## src/rtl/prefetch_queue.sv

```systemverilog
// Instruction prefetch queue: circular buffer between fetch and decode, first-word-fall-through head.
// Latency: a word pushed into an empty queue is visible one edge later; PFQ_BYPASS_EN adds a zero-latency empty-queue path.
// Backpressure: push_ready drops when full or flushing; pop of an invalid head is ignored.
module prefetch_queue #(
    parameter int DW    = 32,
    parameter int AW    = 16,
    parameter int DEPTH = 4
) (
    input  logic                     clk,
    input  logic                     reset,
    input  logic                     flush,
    input  logic                     push_valid,
    output logic                     push_ready,
    input  logic [DW-1:0]            push_data,
    input  logic [AW-1:0]            push_addr,
    input  logic                     pop,
    output logic [DW-1:0]            ir,
    output logic [AW-1:0]            ir_addr,
    output logic                     ir_valid,
    output logic [$clog2(DEPTH):0]   count
);

    localparam int PW = $clog2(DEPTH);
    localparam int CW = PW + 1;
    localparam logic [CW-1:0] FULL_CNT = CW'(DEPTH);

    typedef struct packed {
        logic [AW-1:0] addr;
        logic [DW-1:0] dat;
    } entry_t;

    entry_t        mem [DEPTH];
    entry_t        head_q;
    entry_t        head_n;
    entry_t        wr_entry;
    logic [PW-1:0] rd_ptr;
    logic [PW-1:0] wr_ptr;
    logic [PW-1:0] rd_ptr_n;
    logic [PW-1:0] wr_ptr_n;
    logic [CW-1:0] cnt;
    logic [CW-1:0] cnt_n;
    logic          empty;
    logic          full;
    logic          bypass;
    logic          bypass_take;
    logic          do_push;
    logic          do_pop;
    logic          do_pop_mem;
    logic          head_ld;

    assign empty      = (cnt == '0);
    assign full       = (cnt == FULL_CNT);
    assign push_ready = !full && !flush;
    assign count      = cnt;

`ifdef PFQ_BYPASS_EN
    assign bypass = empty && !flush;
`else
    assign bypass = 1'b0;
`endif

    always_comb begin
        ir_valid = !empty;
        ir       = head_q.dat;
        ir_addr  = head_q.addr;
        if (bypass) begin
            ir_valid = push_valid;
            ir       = push_data;
            ir_addr  = push_addr;
        end
    end

    // A bypassed word that is popped in the same cycle never touches storage.
    assign do_pop      = pop && ir_valid && !flush;
    assign bypass_take = bypass && push_valid && pop;
    assign do_push     = push_valid && push_ready && !bypass_take;
    assign do_pop_mem  = do_pop && !empty;

    always_comb begin
        rd_ptr_n = rd_ptr;
        wr_ptr_n = wr_ptr;
        cnt_n    = cnt;
        if (flush) begin
            rd_ptr_n = '0;
            wr_ptr_n = '0;
            cnt_n    = '0;
        end else begin
            rd_ptr_n = rd_ptr + PW'(do_pop_mem);
            wr_ptr_n = wr_ptr + PW'(do_push);
            cnt_n    = cnt + CW'(do_push) - CW'(do_pop_mem);
        end
    end

    // The head register tracks the entry the read pointer will address next edge;
    // it only reloads when that entry is valid so ir holds its last value otherwise.
    always_comb begin
        wr_entry.addr = push_addr;
        wr_entry.dat  = push_data;
        head_n        = mem[rd_ptr_n];
        if (do_push && (wr_ptr == rd_ptr_n)) begin
            head_n = wr_entry;
        end
        head_ld = !flush && (cnt_n != '0);
    end

    always_ff @(posedge clk) begin
        if (do_push) begin
            mem[wr_ptr] <= wr_entry;
        end
    end

    always_ff @(posedge clk or negedge reset) begin
        if (!reset) begin
            rd_ptr <= '0;
            wr_ptr <= '0;
            cnt    <= '0;
            head_q <= '0;
        end else begin
            rd_ptr <= rd_ptr_n;
            wr_ptr <= wr_ptr_n;
            cnt    <= cnt_n;
            if (head_ld) begin
                head_q <= head_n;
            end
        end
    end

endmodule
```

## config.mk

```make
export PLATFORM = sky130hd
export DESIGN_NAME = prefetch_queue
export DESIGN_NICKNAME = d
export VERILOG_FILES = /design/src/rtl/prefetch_queue.sv
export SDC_FILE = /design/constraint.sdc
export NUM_CORES = 1
export LEC_CHECK = 0
export ABC_AREA = 1
export BUFFER_PORTS_ARGS = -buffer_cell sky130_fd_sc_hd__buf_4
export CAP_MARGIN = 20
export CORE_ASPECT_RATIO = 1.4
export CORE_MARGIN = 1
export CORE_UTILIZATION = 45
export CTS_CLUSTER_DIAMETER = 150
export DETAILED_ROUTE_END_ITERATION = 7
export GPL_ROUTABILITY_DRIVEN = 0
export HOLD_SLACK_MARGIN = 0.05
export SYNTH_ARGS = -nofsm -noshare
export SYNTH_HDL_FRONTEND = slang
export SYNTH_SLANG_ARGS = --single-unit
export TNS_END_PERCENT = 1
```

## constraint.sdc

```tcl
create_clock -name clk -period 7.2 [get_ports clk]
set_input_delay 1.08 -clock clk [delete_from_list [all_inputs] [get_ports clk]]
set_output_delay 1.08 -clock clk [all_outputs]
set_load 0.02 [all_outputs]
```

==> flow_results.xml <==
<?xml version="1.0" encoding="UTF-8"?>
<metrics>
  <group name="min_path">
    <metric name="min_delay_path_depth" unit="">2</metric>
    <metric name="timing.hold.worst.class" unit="">register to register</metric>
  </group>
  <group name="synth">
    <metric name="seq_area_frac_synth" unit="%">65.1</metric>
    <metric name="synth_fp_nets" unit="">1204</metric>
    <metric name="synth_commonest_cells" unit="">494 x sky130_fd_sc_hd__nand2_1, 192 x sky130_fd_sc_hd__edfxtp_1, 147 x sky130_fd_sc_hd__nand3_1, 113 x sky130_fd_sc_hd__inv_1, 55 x sky130_fd_sc_hd__dfrtp_1</metric>
    <metric name="synth.avg_cell_area" unit="um^2">9.56</metric>
    <metric name="synth.most_common_cell" unit="">sky130_fd_sc_hd__nand2_1</metric>
    <metric name="synth_top_cell_by_area" unit="">sky130_fd_sc_hd__edfxtp_1</metric>
    <metric name="netlist_area" unit="um^2">11000</metric>
    <metric name="yosys_warnings" unit="">0</metric>
    <metric name="netlist.area_leader.share" unit="%">52.5</metric>
    <metric name="synth.lib_cells_used.distinct" unit="">22</metric>
    <metric name="async_flop_share" unit="%">22.3</metric>
    <metric name="synth_enable_flop_cells" unit="">192</metric>
    <metric name="synth.area.top_cells" unit="">sky130_fd_sc_hd__edfxtp_1 53%, sky130_fd_sc_hd__nand2_1 17%, sky130_fd_sc_hd__dfrtp_1 13%</metric>
    <metric name="primary_flip_flop_cell_chosen_by_synthesis_mapping" unit="">sky130_fd_sc_hd__edfxtp_1</metric>
    <metric name="synth.ff_latch_count" unit="">247</metric>
    <metric name="syn_inst" unit="">1148</metric>
  </group>
  <group name="clocking">
    <metric name="cts.sink_count" unit="">247</metric>
    <metric name="htree_levels" unit="">1</metric>
    <metric name="cts_tree" unit="">done</metric>
    <metric name="cts_max_path_buffers" unit="">3</metric>
    <metric name="clock_root_buffer" unit="">sky130_fd_sc_hd__clkbuf_16</metric>
    <metric name="resized_after_cts" unit="">0</metric>
    <metric name="cts_inserted_buffers" unit="">25</metric>
    <metric name="clkTransAtPathRegs" unit="ps">60</metric>
    <metric name="cts_hold_buffers" unit="">0</metric>
    <metric name="clk_latency" unit="ps">520</metric>
    <metric name="post-cts-setup-buffers" unit="">0</metric>
  </group>
  <group name="worst_setup_path">
    <metric name="worstPathArrival" unit="ps">4200</metric>
    <metric name="timing.critical_path.mode_cell" unit="">sky130_fd_sc_hd__nand2_1</metric>
    <metric name="crit_cells" unit="">15</metric>
    <metric name="start_kind" unit="">input port</metric>
    <metric name="crit_required" unit="ps">7650</metric>
    <metric name="critical_path_class" unit="">input port to register</metric>
    <metric name="timing.critical_path.slowest_cell_delay" unit="ps">730</metric>
    <metric name="crit_path_end_kind" unit="">register</metric>
    <metric name="crit_path_cell_trace" unit="">buf_4, inv_2, nand2_1, nor2_1, inv_1, nand2_1, inv_1, fa_1, nor2_1, nor2_1, nand2_2, buf_12, inv_2, nand2_1, nand2_1</metric>
    <metric name="critical_path_buf_inv_count" unit="">6</metric>
    <metric name="critical_path.slowest_cell" unit="">sky130_fd_sc_hd__inv_2</metric>
    <metric name="critical_path.max_fanout" unit="">48</metric>
    <metric name="cpLargestDelayFamily" unit="">buffers and inverters</metric>
    <metric name="worst_reg2reg_path_depth" unit="">17</metric>
  </group>
  <group name="power">
    <metric name="cell_pwr_density" unit="nW/um^2">380</metric>
    <metric name="totalPowerFinal" unit="W">0.00490</metric>
    <metric name="power.static_leakage" unit="nW">5.95</metric>
    <metric name="vdd_drop_max" unit="V">0.000232</metric>
  </group>
  <group name="global_route">
    <metric name="grt_antenna_before_repair" unit="">0</metric>
    <metric name="use_met3" unit="%">2.58</metric>
    <metric name="grt_first_pass_wirelength" unit="um">42700</metric>
    <metric name="grt_start_max_net_pins" unit="">62</metric>
    <metric name="met1_usage" unit="%">27.5</metric>
    <metric name="via_count_of_the_first_global_routing_pass" unit="">7838</metric>
    <metric name="grt_most_used_layer" unit="">met2</metric>
    <metric name="grt-ovfl-total" unit="">0</metric>
    <metric name="gr-usage-all-layers" unit="%">22.0</metric>
    <metric name="use_met2" unit="%">39.4</metric>
  </group>
  <group name="sta">
    <metric name="setup_viol_count_final" unit="">0</metric>
    <metric name="grt_setup_unrepaired" unit="">no</metric>
    <metric name="slew-limit-headroom" unit="%">34.1</metric>
    <metric name="worst_clock_skew" unit="ps">14.1</metric>
    <metric name="hold_violations" unit="">0</metric>
    <metric name="timing.setup.tns" unit="ps">0</metric>
    <metric name="min_period" unit="ps">3750</metric>
    <metric name="finalCritPeriodShare" unit="%">52.1</metric>
    <metric name="maxClockFrequency" unit="GHz">0.267</metric>
    <metric name="drv_slew" unit="">0</metric>
    <metric name="max_slew.worst_pin.slew" unit="ps">986</metric>
  </group>
  <group name="final_layout">
    <metric name="design.final.nets" unit="">1283</metric>
    <metric name="diodes" unit="">0</metric>
    <metric name="area.growth.synth_to_final" unit="%">17.2</metric>
    <metric name="share_of_post_route_cells_with_drive_strength_above_1" unit="%">14.3</metric>
  </group>
  <group name="detailed_routing">
    <metric name="route.detailed.vias_per_inst" unit="">5.15</metric>
    <metric name="drt_iter0_drc" unit="">486</metric>
    <metric name="postRouteWirelength" unit="um">26700</metric>
    <metric name="detail_route.wl_per_cell" unit="um">17.1</metric>
    <metric name="drc" unit="">0</metric>
    <metric name="vias" unit="">8014</metric>
    <metric name="final_antenna_net_count" unit="">0</metric>
    <metric name="detail_route.first_pass.iterations" unit="">5</metric>
  </group>
  <group name="floorplan">
    <metric name="core-area" unit="um^2">24000</metric>
    <metric name="start_util" unit="%">45.8</metric>
    <metric name="area_of_the_die" unit="um^2">25000</metric>
    <metric name="io_pins" unit="">106</metric>
    <metric name="row_count" unit="">67</metric>
    <metric name="dieHeight" unit="um">187</metric>
    <metric name="die_x" unit="um">134</metric>
  </group>
  <group name="placed_design">
    <metric name="detailedPlacementHpwl" unit="um">14400</metric>
    <metric name="place.port_buffers" unit="">105</metric>
  </group>
  <group name="flow_run">
    <metric name="cap_viol_max_count" unit="">0</metric>
  </group>
  <group name="run_status">
    <metric name="outcome" unit="">complete, no violations</metric>
  </group>
</metrics>
[worst min-delay path, delay by kind of cell, from the launching register on]
family	cells	cell delay (ps)
flip-flops	1	340
AND/OR/NAND/NOR	2	100
[state kept, by name (all words and copies together) (netlist names)]
name	cells
rd_ptr	2
count	3
ir	32
mem	192
ir_addr	16
wr_ptr	2
[layer usage]
metal	up-vias	wire length (um)	share of wire, %
li1	3904	-	-
met1	3855	11000	41
met2	209	13900	52
met3	46	1240	4.6
met4	0	529	2.0
met5	-	0	0
[cells by family (layout without fill, tap and decap cells)]
logic type | after synthesis | after routing | synth area share, %
AOI/OAI and AO/OA | 1 | 1 | 0.0456
xor gates and xnor gates | 2 | 2 | 0.160
adders and majority gates | 3 | 3 | 0.410
buffers and inverters | 184 | 282 | 6.84
DFF | 247 | 247 | 65.1
and+or+nand+nor | 711 | 711 | 27.5
[cells in the final DEF (no fill, tap or decap), types with 4 or more instances in the layout]
cell type,n
sky130_fd_sc_hd__dfrtp_1,55
sky130_fd_sc_hd__clkinvlp_4,5
sky130_fd_sc_hd__nor2_1,9
sky130_fd_sc_hd__nand4_1,50
sky130_fd_sc_hd__clkbuf_16,25
sky130_fd_sc_hd__nand3_1,145
sky130_fd_sc_hd__edfxtp_1,192
sky130_fd_sc_hd__inv_1,112
sky130_fd_sc_hd__nor3_2,4
sky130_fd_sc_hd__nand2_1,492
sky130_fd_sc_hd__clkbuf_1,5
sky130_fd_sc_hd__buf_4,119
[stage by stage]
stage / area (um^2) / util, % / worst slack (ps) / hold WS, ps / instances
global route: 12900 / 53.7 / 3080 / 497 / 1556
finish: 12900 / 53.7 / 3450 / 479 / 1556
detailed placement: 12100 / 50.3 / 2880 / 467 / 1510
floorplan: 11000 / - / 1910 / 570 / 1148
global placement: 12000 / 50.0 / 2420 / 467 / 1507
CTS: 12900 / 53.7 / 3420 / 485 / 1556
[final timing paths]
kind | from | endpoint | slack, ps
max | flush | ir[16]$_DFFE_PN0P_ | 3450
min in group asynchronous | reset | ir[25]$_DFFE_PN0P_ | 660
min reg2reg | ir[0]$_DFFE_PN0P_ | ir[0]$_DFFE_PN0P_ | 480
min | ir[0]$_DFFE_PN0P_ | ir[0]$_DFFE_PN0P_ | 480
max reg2reg | count[1]$_DFF_PN0_ | ir[16]$_DFFE_PN0P_ | 3530
max in group asynchronous | reset | ir[14]$_DFFE_PN0P_ | 6010
[power breakdown]
part | switching (W) | internal [W] | total, W
sequential | 0.000101 | 0.00175 | 0.00185
clock | 0.000543 | 0.000736 | 0.00128
combinational | 0.00117 | 0.000594 | 0.00177
total | 0.00182 | 0.00308 | 0.00490
[final cells by class]
cell class / instances / area [um^2]
Fill cell: 2194 / 11100
Timing Repair Buffer: 122 / 961
Multi-Input combinational cell: 717 / 3140
Clock inverter: 14 / 138
Clock buffer: 32 / 672
Inverter: 114 / 428
Sequential cell: 247 / 7140
Tap cell: 310 / 388
(Power assumes the default switching activity.)
